**src/rtl/gpu_pkg.sv**
```systemverilog
// Shared types and default widths for the GPU fetch path.
// Imported by instruction_fetcher.
package gpu_pkg;

    localparam int PROGRAM_MEM_ADDR_BITS = 8;
    localparam int PROGRAM_MEM_DATA_BITS = 16;

    typedef enum logic [1:0] {
        IDLE    = 2'd0,
        REQUEST = 2'd1,
        FETCHED = 2'd2,
        DISCARD = 2'd3
    } fetch_state_t;

endpackage

```
**src/rtl/instruction_fetcher.sv**
```systemverilog
// Instruction fetcher: one memory read per accepted fetch_req,
// holds the word with a done flag until the decoder acks it.
module instruction_fetcher
    import gpu_pkg::*;
#(
    parameter int ADDR_BITS = PROGRAM_MEM_ADDR_BITS,
    parameter int DATA_BITS = PROGRAM_MEM_DATA_BITS
) (
    input  logic                 clk,
    input  logic                 reset,
    input  logic                 fetch_req,
    input  logic [ADDR_BITS-1:0] pc,
    input  logic                 flush,
    input  logic                 instr_ack,
    output logic                 mem_read_valid,
    output logic [ADDR_BITS-1:0] mem_read_address,
    input  logic                 mem_read_ready,
    input  logic [DATA_BITS-1:0] mem_read_data,
    output logic [DATA_BITS-1:0] instruction,
    output logic                 instr_done,
    output logic                 busy,
    output logic [1:0]           fetch_state
);

    fetch_state_t         r_state;
    fetch_state_t         w_state_n;
    logic                 w_load_addr;
    logic                 w_load_instr;
    logic [ADDR_BITS-1:0] r_addr;
    logic [DATA_BITS-1:0] r_instr;

    // Next state plus load strobes for the address and instruction registers
    always_comb begin
        w_state_n    = r_state;
        w_load_addr  = 1'b0;
        w_load_instr = 1'b0;
        unique case (r_state)
            IDLE: begin
                if (fetch_req) begin
                    w_state_n   = REQUEST;
                    w_load_addr = 1'b1;
                end
            end
            REQUEST: begin
                if (flush) begin
                    w_state_n = mem_read_ready ? IDLE : DISCARD;
                end else if (mem_read_ready) begin
                    w_state_n    = FETCHED;
                    w_load_instr = 1'b1;
                end
            end
            DISCARD: begin
                if (mem_read_ready) begin
                    w_state_n = IDLE;
                end
            end
            FETCHED: begin
                if (flush) begin
                    w_state_n = IDLE;
                end else if (instr_ack && fetch_req) begin
                    w_state_n   = REQUEST;
                    w_load_addr = 1'b1;
                end else if (instr_ack) begin
                    w_state_n = IDLE;
                end
            end
            default: w_state_n = IDLE;
        endcase
    end

    // State, latched fetch address and captured instruction
    always_ff @(posedge clk) begin
        if (reset) begin
            r_state <= IDLE;
            r_addr  <= '0;
            r_instr <= '0;
        end else begin
            r_state <= w_state_n;
            if (w_load_addr) begin
                r_addr <= pc;
            end
            if (w_load_instr) begin
                r_instr <= mem_read_data;
            end
        end
    end

    assign mem_read_valid   = (r_state == REQUEST) || (r_state == DISCARD);
    assign mem_read_address = r_addr;
    assign instruction      = r_instr;
    assign instr_done       = (r_state == FETCHED);
    assign busy             = (r_state != IDLE);
    assign fetch_state      = r_state;

    // An outstanding read keeps its request and address until the handshake completes
    a_req_hold: assert property (
        @(posedge clk) disable iff (reset)
        (mem_read_valid && !mem_read_ready)
            |=> (mem_read_valid && $stable(mem_read_address))
    );

endmodule

```
**config.mk**
```make
export PLATFORM = sky130hd
export DESIGN_NAME = instruction_fetcher
export DESIGN_NICKNAME = d
export VERILOG_FILES = /design/src/rtl/gpu_pkg.sv /design/src/rtl/instruction_fetcher.sv
export SDC_FILE = /design/constraint.sdc
export NUM_CORES = 1
export LEC_CHECK = 0
export ABC_AREA = 1
export CAP_MARGIN = 10
export CORE_ASPECT_RATIO = 1.5
export CORE_MARGIN = 3
export CORE_UTILIZATION = 39
export CTS_BUF_LIST = sky130_fd_sc_hd__clkbuf_8
export CTS_CLUSTER_DIAMETER = 100
export DETAILED_ROUTE_END_ITERATION = 7
export PLACE_DENSITY_LB_ADDON = 0.08
export RECOVER_POWER = 100
export SLEW_MARGIN = 5
export SYNTH_ARGS = -nofsm -noshare
export SYNTH_HDL_FRONTEND = slang
export SYNTH_SLANG_ARGS = --single-unit
```
**constraint.sdc**
```tcl
create_clock -name clk -period 1.45 [get_ports clk]
set_input_delay 0.145 -clock clk [delete_from_list [all_inputs] [get_ports clk]]
set_output_delay 0.145 -clock clk [all_outputs]
set_load 0.01 [all_outputs]
```
==> impl_metrics.yaml, run 1 <==
setup_path:
  critPathMaxStageDelay_ps: 630
  cp.arrival_ps: 1240
  critical_path_class: "register to primary output"
  critPathRequiredTime_ps: 1310
  crit_family: "buffers and inverters"
  worstPathMaxFanout: 2
  start_kind: "register"
  r2r_slack_ps: 240
  end_kind: "primary output"
  cp_num_buf_inv: 1
  critPathSlowestCell: "dlygate4sd3_1"
  worstPathCellList: "dlygate4sd3_1"
yosys:
  ys_types: 19
  yosysTopAreaCell: "dfxtp_1"
  synth-simple-area-share: 0.318
  synth-xor-area-share: 0
  synth.avg_cell_area_um2: 7.79
  ys_seq_elements: 26
  synth_ff_type: "dfxtp_1"
  synth.area.mux_share: 0
  syn-cell-area_mm2: 0.00107
  synthTopCellsByCount: "nor2_1 (27), dfxtp_1 (26), nand2_1 (18), nand3_1 (11)"
  yosys.cell_count.top_type: "nor2_1"
  synth_edf_count: 0
  synth-compound-area-share: 0.122
  yosysWarnings: 0
  async_flop_share: 0
  synth_seq_area_share: 0.488
  synth_nets: 167
  synthAdderAreaFrac: 0
  synthCells: 137
  ys_top_cells_by_area: "dfxtp_1 (49%), nor2_1 (9.5%), nand2_1 (6.3%)"
  synth_top_family_by_area: "simple AND/OR/NAND/NOR gates"
  yosysTopAreaCellShare: 0.488
cells_and_area:
  drive_gt1_frac: 0.157
  antenna_cells: 0
  nFillCells: 245
  syn_to_final_growth_pct: 64.1
  nets: 229
sta:
  finalSetupTns_ps: 0
  hold_violations: 0
  skew_ps: 2.32
  rsz0062_at_grt: "no"
  tightest_slew_ps: 395
  finalCritPeriodShare: 0.957
  max_freq_ghz: 0.721
  setup_viol: 0
  slew_violations: 0
  slew_headroom: 0.737
  fin_crit_ps: 1390
floorplan:
  die_w_um: 48.7
  dieArea_mm2: 0.00341
  ioPinCount: 59
  start_util: 0.421
  row_count: 22
  core_mm2: 0.00253
  die_y_um: 70.1
cts:
  holdBufCountCts: 0
  clk_pin_slew_worst_paths_ps: 90
  cts_root_buf: "clkbuf_8"
  cts_inserted_buffers: 3
  htreeDepth: 1
  clockBufferDepth: 2
  post_cts_buffers: 0
  clk_latency_ps: 270
  clock_sinks: 26
  cts_tree: "done"
global_routing:
  grt_pass1_wl_um: 4680
  grt_pass1_vias: 1061
  antenna_found_initial: 0
  overflow: 0
  grtUsageTotal: 0.169
  grt_max_degree: 18
placed_design:
  io_buffers: 58
  place.gp.congestion: 0.810
  hpwl_um: 2180
route:
  via_per_inst: 4.77
  first_pass_iters: 4
  vias: 1116
  drc_errors: 0
  drtIter0Drc: 9
  drt-wirelength-per-cell_um: 11.9
  detail-route-antenna-nets: 0
  wl_um: 2790
flow_run:
  maxCapViolCount: 0
min_path:
  hold_class: "input port to register"
status:
  outcome: "finished, final reports clean"
power:
  p_per_area_mw_per_mm2: 1130
  p_leak_nw: 0.793
  report.power.total_mw: 1.99
  peakVddDrop_v: 0.000978
## routing by layer
layer  GRT usage  vias up  wire length (µm)
li1            -      560                 -
met3      0.0490        2               195
met1       0.183      516              1100
met4      0.0665        0                17
met2       0.303       38              1470
met5           0        -                 0
## path summary, 6_finish.rpt
kind | start | end | depth (start not counted)
setup / recovery | instruction[5]$_SDFFE_PP0P_ | instruction[5] | 1
hold / removal | pc[1] | mem_read_address[1]$_SDFFE_PP0P_ | 3
setup reg to reg | fetch_state[1]$_SDFFE_PP0P_ | instruction[11]$_SDFFE_PP0P_ | 6
hold reg to reg | mem_read_address[1]$_SDFFE_PP0P_ | mem_read_address[1]$_SDFFE_PP0P_ | 2
## cells in the final DEF (no fill, tap or decap)
cell,count
inv_1,4
clkdlybuf4s50_1,32
buf_4,3
clkbuf_8,3
nand3_1,11
dfxtp_4,1
nor2_1,26
nand2_2,4
nor3_4,1
dlygate4sd2_1,2
nand2_1,18
bufinv_16,1
dfxtp_1,24
nor2_4,1
a21oi_1,10
or2_2,1
o21ai_0,15
inv_2,3
nor2_2,10
dlygate4sd3_1,24
dfxtp_2,1
inv_4,1
o21ai_1,1
clkbuf_2,1
## metrics by stage
stage	worst slack, ps	cells	cell area [µm²]	utilization	hold slack, ps
CTS	108	234	1750	0.693	430
detailed placement	-15.7	230	1680	0.663	481
global placement	12.5	230	1680	0.663	470
finish	62.8	234	1750	0.692	433
floorplan	222	137	1070	-	271
global route	35.6	234	1750	0.692	442
## power by group
part | internal (mW) | total, mW | switching (mW)
Sequential | 0.793 | 0.843 | 0.0494
Clock | 0.369 | 0.594 | 0.225
Combinational | 0.279 | 0.550 | 0.271
## tightest hold or removal path: cells and delay by family
| kind | cells | cell delay (ps) |
|---|---|---|
| buffers and inverters | 1 | 400 |
| AO/OA/AOI/OAI | 1 | 50 |
| AND/OR/NAND/NOR | 1 | 70 |
## sequential cells by signal, indices dropped and copies added, names as in the netlist
name and count:
instruction 16, mem_read_address 8, fetch_state 2
## kinds of logic after synthesis
family | after synthesis
AND/OR/NAND/NOR | 72
AO/OA/AOI/OAI | 26
buffers and inverters | 13
flip-flops | 26
## cell type report
class                      instances  area [µm²]  share of cell area
tap                               36        45.0              0.0257
inverter                           8        32.5              0.0186
sequential                        26         526               0.300
clock inverter                     1        30.0              0.0171
timing repair buffer              62         606               0.346
multi-input combinational         98         472               0.269
clock buffer                       3        41.3              0.0236
## what timing repair did
action,in CTS,in global routing
setup endpoints to repair,2,0
gates resized for setup,6,0
hold endpoints to repair,0,0
No activity file was read; power rests on OpenSTA's default activity.
==> inputs of run 2 (changes only) <==
--- a/config.mk
+++ b/config.mk
@@ -8,13 +8,14 @@
 export ABC_AREA = 1
 export CAP_MARGIN = 10
 export CORE_ASPECT_RATIO = 1.5
-export CORE_MARGIN = 3
+export CORE_MARGIN = 2
 export CORE_UTILIZATION = 39
 export CTS_BUF_LIST = sky130_fd_sc_hd__clkbuf_8
 export CTS_CLUSTER_DIAMETER = 100
 export DETAILED_ROUTE_END_ITERATION = 7
 export PLACE_DENSITY_LB_ADDON = 0.08
 export RECOVER_POWER = 100
+export REMOVE_ABC_BUFFERS = 1
 export SLEW_MARGIN = 5
 export SYNTH_ARGS = -nofsm -noshare
 export SYNTH_HDL_FRONTEND = slang
==> constraint.sdc (replaced) <==
create_clock -name clk -period 1.35 [get_ports clk]
set_input_delay 0.135 -clock clk [delete_from_list [all_inputs] [get_ports clk]]
set_output_delay 0.135 -clock clk [all_outputs]
set_load 0.01 [all_outputs]
==> impl_metrics.yaml, run 2 (synthesized netlist as in run 1, its figures left out) <==
route:
  vias: 1107
  via_per_inst: 4.65
  drt-wirelength-per-cell_um: 11.0
  wl_um: 2620
  drc_errors: 0
  first_pass_iters: 4
  detail-route-antenna-nets: 0
  drtIter0Drc: 40
floorplan:
  die_y_um: 68.1
  start_util: 0.403
  ioPinCount: 59
  die_w_um: 46.7
  row_count: 23
  dieArea_mm2: 0.00318
  core_mm2: 0.00265
cts:
  cts_tree: "done"
  clock_sinks: 26
  clockBufferDepth: 2
  cts_inserted_buffers: 3
  holdBufCountCts: 0
  post_cts_buffers: 0
  clk_latency_ps: 260
  cts_root_buf: "clkbuf_8"
  htreeDepth: 1
  clk_pin_slew_worst_paths_ps: 80
global_routing:
  antenna_found_initial: 0
  overflow: 0
  grt_max_degree: 18
  grt_pass1_vias: 1038
  grtUsageTotal: 0.170
  grt_pass1_wl_um: 4110
cells_and_area:
  drive_gt1_frac: 0.139
  design_area_mm2: 0.00174
  final_cells: 238
  layout_commonest_cell: "clkdlybuf4s50_1"
  final_cell_mix: "clkdlybuf4s50_1 (53), nor2_1 (30), dfxtp_1 (24)"
  nets: 232
  antenna_cells: 0
  largest_register_ffs: 16
  syn_to_final_growth_pct: 63.3
flow_run:
  maxCapViolCount: 0
sta:
  fin_crit_ps: 1280
  slew_headroom: 0.710
  tightest_slew_ps: 434
  skew_ps: 3.43
  hold_violations: 0
  slew_violations: 0
  setup_viol: 0
  finalWorstSetupSlack_ps: 66.5
  max_freq_ghz: 0.779
  finalCritPeriodShare: 0.951
  rsz0062_at_grt: "no"
min_path:
  hold_class: "input port to register"
setup_path:
  start_kind: "register"
  cp_num_buf_inv: 1
  crit_family: "buffers and inverters"
  critPathSlowestCell: "clkdlybuf4s50_1"
  critPathRequiredTime_ps: 1220
  cp.arrival_ps: 1150
  critical_path_class: "register to primary output"
  worstPathCellList: "clkdlybuf4s50_1"
  end_kind: "primary output"
  critPathMaxStageDelay_ps: 540
  worstPathMaxFanout: 2
power:
  combinationalPowerShare: 0.303
  internal-power_mw: 1.43
  p_per_area_mw_per_mm2: 1140
  switching_share: 0.281
  p_switching_mw: 0.559
  peakVddDrop_v: 0.000735
  power.share.sequential: 0.457
  clkPwrFrac: 0.241
  report.power.total_mw: 1.99
  p_leak_nw: 0.733
placed_design:
  dpl-instance-area_mm2: 0.00170
  place.gp.congestion: 0.862
  post-place-ws_ps: -131
  dp_cells: 234
  hpwl_um: 2040
  io_buffers: 58
status:
  outcome: "finished, final reports clean"
## run 2: cell count changes in the layout (fill, tap and decap cells not counted), sizes merged
cell / before / now
dlygate4sd3: 24 / 0
clkdlybuf4s50: 32 / 53
buf: 3 / 7
clkdlybuf4s25: 0 / 2
bufinv: 1 / 0
dlygate4sd2: 2 / 3
## run 2: path summary, 6_finish.rpt
path,from,to,slack [ps],cells past startpoint
worst max register to register,fetch_state[1]$_SDFFE_PP0P_,instruction[15]$_SDFFE_PP0P_,130,6
worst min register to register,mem_read_address[7]$_SDFFE_PP0P_,mem_read_address[7]$_SDFFE_PP0P_,480,2
worst max-delay path,mem_read_address[5]$_SDFFE_PP0P_,mem_read_address[5],70,1
worst min-delay path,pc[0],mem_read_address[0]$_SDFFE_PP0P_,430,3
## run 2: worst register-to-register path: stages (launching register included)
cell	delay [ps]
dfxtp_2	350
inv_2	90
nand2_1	90
nor3_4	170
buf_2	260
o21ai_0	100
nor2_1	110
## run 2: area by class of cell
cell class                 instances  area, µm²
tap                               37       46.3
fill                             258        905
inverter                           8       30.0
timing repair buffer              65        627
multi-input combinational         98        459
sequential                        26        526
clock buffer                       4       55.1
## run 2: timing repair
item	4_1_cts	5_1_grt
gates resized for setup	7	2
setup endpoints to repair	5	2
cloned	0	0
## run 2: stage by stage
stage          hold WS, ps  TNS [ps]   util
6_report               432         0  0.658
5_1_grt                442         0  0.658
4_1_cts                428         0  0.665
3_5_place_dp           476     -1850  0.643
3_3_place_gp           472      -977  0.643
2_1_floorplan          204     -1200      -
## run 2: power by group through the flow
stage / Combinational, mW / Sequential (mW) / Clock, mW
CTS: 0.623 / 0.912 / 0.492
global placement: 0.625 / 0.915 / 0
floorplan: 0.233 / 0.954 / 0
detailed placement: 0.636 / 0.921 / 0
finish: 0.602 / 0.909 / 0.479
global route: 0.666 / 0.919 / 0.521
## run 2: routing by layer
layer	share of wire	routed length [µm]	GRT usage	up-vias
met1	0.41	1080	0.194	502
met2	0.52	1370	0.311	37
met3	0.058	152	0.0396	2
met4	0.0065	17	0.0417	0
li1	-	-	-	566
met5	0	0	0	-
